$ cat config.mk
export PLATFORM = sky130hd
export DESIGN_NAME = block_interleaver
export DESIGN_NICKNAME = d
export VERILOG_FILES = /design/src/rtl/block_interleaver.sv
export SDC_FILE = /design/constraint.sdc
export NUM_CORES = 1
export LEC_CHECK = 0
export ABC_AREA = 1
export BUFFER_PORTS_ARGS = -buffer_cell sky130_fd_sc_hd__buf_4
export CORE_MARGIN = 3
export CORE_UTILIZATION = 55
export CTS_CLUSTER_DIAMETER = 50
export CTS_CLUSTER_SIZE = 12
export DETAILED_ROUTE_END_ITERATION = 8
export PLACE_DENSITY_LB_ADDON = 0.2
export SETUP_SLACK_MARGIN = 0.02
export SLEW_MARGIN = 20
export SYNTH_ARGS = -nofsm -noshare
export SYNTH_HDL_FRONTEND = slang
export SYNTH_SLANG_ARGS = --single-unit
$ cat constraint.sdc
create_clock -name clk -period 2.5 [get_ports clk]
set_input_delay 0.125 -clock clk [delete_from_list [all_inputs] [get_ports clk]]
set_output_delay 0.125 -clock clk [all_outputs]
set_load 0.02 [all_outputs]
$ cat src/rtl/block_interleaver.sv
// block_interleaver: ping-pong ROWSxCOLS bit interleaver, written row-major and read column-major.
// Optional flush/drain of a partial final block when INTLV_FLUSH_EN is defined.
module block_interleaver #(
  parameter int ROWS = 4,
  parameter int COLS = 4
) (
  input  logic clk,
  input  logic rst,
  input  logic in_valid,
  input  logic in_bit,
`ifdef INTLV_FLUSH_EN
  input  logic flush,
  output logic in_ready,
`endif
  output logic out_valid,
  output logic out_bit,
  output logic out_sof,
  output logic primed
);
  localparam int N = ROWS * COLS;
  localparam int CW = $clog2(N);
`ifdef INTLV_FLUSH_EN
  typedef enum logic [1:0] {EMPTY, STREAM, FLUSH, DRAIN} state_t;
`else
  typedef enum logic {EMPTY, STREAM} state_t;
`endif
  state_t state_q, state_d;
  logic [1:0][N-1:0] bank_q, bank_d;
  logic [CW-1:0] wcnt_q, wcnt_d, raddr;
  logic wsel_q, wsel_d, primed_q, primed_d;
  logic out_valid_q, out_valid_d, out_bit_q, out_bit_d, out_sof_q, out_sof_d;
  logic wr, wbit, emit, adv, last;
  assign raddr = CW'((int'(wcnt_q) % ROWS) * COLS + int'(wcnt_q) / ROWS);
  assign last = wcnt_q == CW'(N - 1);
`ifdef INTLV_FLUSH_EN
  assign in_ready = state_q == EMPTY || state_q == STREAM;
`endif
  always_comb begin
    wr = in_valid;
    wbit = in_bit;
    emit = in_valid && state_q == STREAM;
    adv = in_valid;
`ifdef INTLV_FLUSH_EN
    // FLUSH pads with zeros and DRAIN only reads; the flush request cycle itself takes no data
    if (state_q == FLUSH) begin
      wr = 1'b1;
      wbit = 1'b0;
      emit = primed_q;
      adv = 1'b1;
    end else if (state_q == DRAIN) begin
      wr = 1'b0;
      emit = 1'b1;
      adv = 1'b1;
    end else if (flush) begin
      wr = 1'b0;
      emit = 1'b0;
      adv = 1'b0;
    end
`endif
    bank_d = bank_q;
    if (wr) bank_d[wsel_q][wcnt_q] = wbit;
    out_valid_d = emit;
    out_sof_d = emit && wcnt_q == '0;
    out_bit_d = emit ? bank_q[~wsel_q][raddr] : out_bit_q;
    wcnt_d = adv ? (last ? '0 : wcnt_q + CW'(1)) : wcnt_q;
    wsel_d = wsel_q ^ (wr && last);
    primed_d = primed_q | (wr && last);
    state_d = (wr && last) ? STREAM : state_q;
`ifdef INTLV_FLUSH_EN
    if (state_q == FLUSH && last) state_d = DRAIN;
    if (state_q == DRAIN && last) begin
      state_d = EMPTY;
      primed_d = 1'b0;
    end
    if ((state_q == EMPTY || state_q == STREAM) && flush)
      state_d = wcnt_q != '0 ? FLUSH : primed_q ? DRAIN : EMPTY;
`endif
  end
  always_ff @(posedge clk or negedge rst)
    if (!rst) begin
      state_q <= EMPTY;
      bank_q <= '0;
      wcnt_q <= '0;
      wsel_q <= 1'b0;
      primed_q <= 1'b0;
      out_valid_q <= 1'b0;
      out_bit_q <= 1'b0;
      out_sof_q <= 1'b0;
    end else begin
      state_q <= state_d;
      bank_q <= bank_d;
      wcnt_q <= wcnt_d;
      wsel_q <= wsel_d;
      primed_q <= primed_d;
      out_valid_q <= out_valid_d;
      out_bit_q <= out_bit_d;
      out_sof_q <= out_sof_d;
    end
  assign out_valid = out_valid_q;
  assign out_bit = out_bit_q;
  assign out_sof = out_sof_q;
  assign primed = primed_q;
endmodule

==> out/qor.txt <==
PnR worst setup slack -> 0.876 ns
Ys Warns -> 0
Worst Hold Margin -> 0.0866 ns
Cell-internal power -> 1.64 mW
H-tree depth -> 2
Share of layout cells above drive strength 1 -> 9.90%
Clock share of power -> 16.2%
Mapped cell area -> 2190 sq um
Unique masters post-synth -> 22
CP arrival -> 1.83 ns
Cell count after synthesis -> 295
Synth top area share -> 48.1%
Largest area contributor in the netlist -> dfrtp_1
Met2 Track Usage GR -> 32.8%
GRT overflow -> 0
Tmin final -> 1.62 ns
Placer Congestion -> 0.982
Max Fclk -> 616 MHz
Setup crit end kind -> flop
Status -> complete, no violations
Combinational power share -> 41.7%
First-pass GRT wire length -> 8090 um
Final nets -> 310
Worst Hold Class -> primary input to flop
Met1 capacity usage during global routing -> 29.3%
Vert. Die Dim -> 69.1 um
Num rows -> 22
Startpoint Class -> flop
Unrepaired setup endpoints after global routing -> false
Total global-route track usage -> 21.1%
Max cap viols -> 0
Fill count -> 338
Final Max Slew Viols -> 0
Psw -> 1.21 mW
CTS tree -> yes
Post-CTS sizing -> 0
Crit Path Max Fanout -> 14
Core area -> 3740 sq um
Net Count, Synth -> 303
Sw Share -> 42.6%
Sequential power share -> 42.1%
Cts bufs inserted -> 5
Synth Flop Type -> dfrtp_1
Chip Width -> 69.1 um
Ys async rst share -> 100%
Worst Path Required -> 2.70 ns
Clock buffer depth -> 2
Via/cell ratio -> 5.13
Clk_lat worst skew -> 0.30 ns
Clock-pin slew on the worst setup and hold paths -> 0.09 ns
Yosys reg bits -> 42
Leakage -> 1.18 nW
Drc violations -> 0
Seq/Total Area, Yosys -> 48.1%
Drt initial violations -> 108
EDFF count, synth -> 0
Root Driver -> clkbuf_8
Largest net degree at the start of global routing -> 43
Setup tns final -> 0 ns
Post-CTS Setup Inserts -> 0
Hpwl dp -> 3220 um
Starting Density -> 58.4%
Largest cells by area after synthesis -> dfrtp_1 (48%), nand2_1 (14%), nor2_1 (7.0%), inv_1 (6.2%), a21oi_1 (4.1%)
Tot Pwr -> 2.85 mW
Maximum vdd drop -> 0.579 mV
Setup CP Type -> flop to flop
Routed len/inst -> 12.9 um
GR peak layer -> met2
Layout area overhead -> 7.95%
Power Dens Cells -> 1210 nW/um^2
Vias in the first global route -> 1,714
Post-detailed-route count of antenna-violating nets -> 0
Drt total wl -> 4530 um
Worst clock skew -> 0.0127 ns
Pre-CTS setup slack -> 0.885 ns
I/O Buffers -> 7
Worst-Margin Slew -> 0.684 ns
Total iterations of the first detailed-routing run -> 4
Final Setup Violations -> 0
Initial antenna violation count -> 0
Clk sink count -> 42
Ports -> 8
Average cell area after synthesis -> 7.41 sq um
Ant diodes -> 0
Worst slew margin -> 54.4%
Via Count -> 1,801
Met3 global-route usage -> 4.96%
DIE AREA -> 4770 sq um
Part of the cycle the worst path needs -> 65.0%
Final hold vios -> 0
-- kinds of logic after synthesis --
group           after synthesis  share of synthesized area (%)
compound gates               48                           11.7
flops                        42                           48.1
fa+ha+maj                     4                           2.29
buf+inv                      52                           9.90
simple gates                148                           27.6
xor+xnor                      1                          0.401
-- Yosys cell counts (4+ instances only) --
cell type	count
nand2_1	84
dfrtp_1	42
nor2_1	41
inv_1	36
a21oi_1	18
o21ai_0	17
nand3_1	12
a31oi_1	11
inv_2	6
buf_4	5
ha_1	4
-- through the flow --
| step | utilization, % | cell area, sq um | cells |
|---|---|---|---|
| after floorplan | - | 2190 | 295 |
| after global placement | 60.3 | 2260 | 342 |
| after detailed placement | 60.3 | 2260 | 342 |
| after CTS | 63.1 | 2360 | 351 |
| after global routing | 63.1 | 2360 | 351 |
| final | 63.1 | 2360 | 351 |
-- path summary, 6_finish.rpt --
check / start / endpoint / slack (ns) / depth (start not counted)
worst max-delay path: wsel_q / out_bit / 0.88 / 11
worst min-delay path: in_valid / wcnt_q[1] / 0.09 / 2
worst max register to register: wsel_q / out_bit / 0.88 / 11
worst min register to register: primed / primed / 0.48 / 1
max in group asynchronous: rst / bank_q[17] / 1.77 / 2
min in group asynchronous: rst / bank_q[9] / 0.34 / 2
-- critical path, stage by stage (launching register included) --
cell	delay, ns
dfrtp_1	0.66
inv_2	0.24
nand2_1	0.12
nand2_1	0.06
nand2_1	0.05
nand2_1	0.06
nand2_1	0.06
nand2_1	0.06
nand3_1	0.09
nand2_1	0.05
nand2_1	0.05
nand2_1	0.04
-- power by group through the flow --
stage / logic [mW] / registers [mW] / clock network (mW)
global route: 1.39 / 1.24 / 0.500
CTS: 1.19 / 1.20 / 0.478
finish: 1.19 / 1.20 / 0.461
floorplan: 0.950 / 1.15 / 0
global placement: 1.17 / 1.21 / 0
detailed placement: 1.19 / 1.21 / 0
-- sequential cells by signal, summed over array words and instances (netlist names) --
name / count
wcnt_q: 4
primed: 1
bank_q: 32
out_valid: 1
state_q: 1
out_sof: 1
out_bit: 1
wsel_q: 1
-- cell type report --
cell class                 instances  area [sq um]  share of cell area (%)
sequential                        42          1050                    44.5
multi-input combinational        201           920                    39.0
inverter                          42           158                    6.68
clock buffer                       6          82.6                    3.50
timing repair buffer              10          77.6                    3.29
tap                               48          60.1                    2.54
clock inverter                     2          12.5                   0.530
-- per-layer routing --
layer | up-vias | share of wire, %
met5 | - | 0
met4 | 0 | 1.4
met3 | 5 | 4.4
met2 | 31 | 46
met1 | 833 | 48
li1 | 932 | -
-- layout by cell type, fill, tap and decap left out --
master	instances
nand4_1	1
nand2_4	1
buf_4	9
clkinvlp_4	1
dfrtp_1	42
dlygate4sd3_1	1
nor2_1	41
inv_1	36
clkinv_2	1
ha_1	4
nand2_1	84
clkbuf_8	6
o211ai_1	1
inv_2	6
nor3_1	3
a21oi_1	18
nor2_4	1
xor2_1	1
o21ai_1	1
a31oi_1	11
o21ai_0	17
nor2_2	3
or2_2	2
nand3_1	12
-- repair_timing --
| item | 4_1_cts | 5_1_grt |
|---|---|---|
| endpoints found under the setup margin | 0 | 0 |
| hold endpoints to repair | 42 | 0 |
| hold buffers | 1 | 0 |
Power figures use the tool's default switching activity.
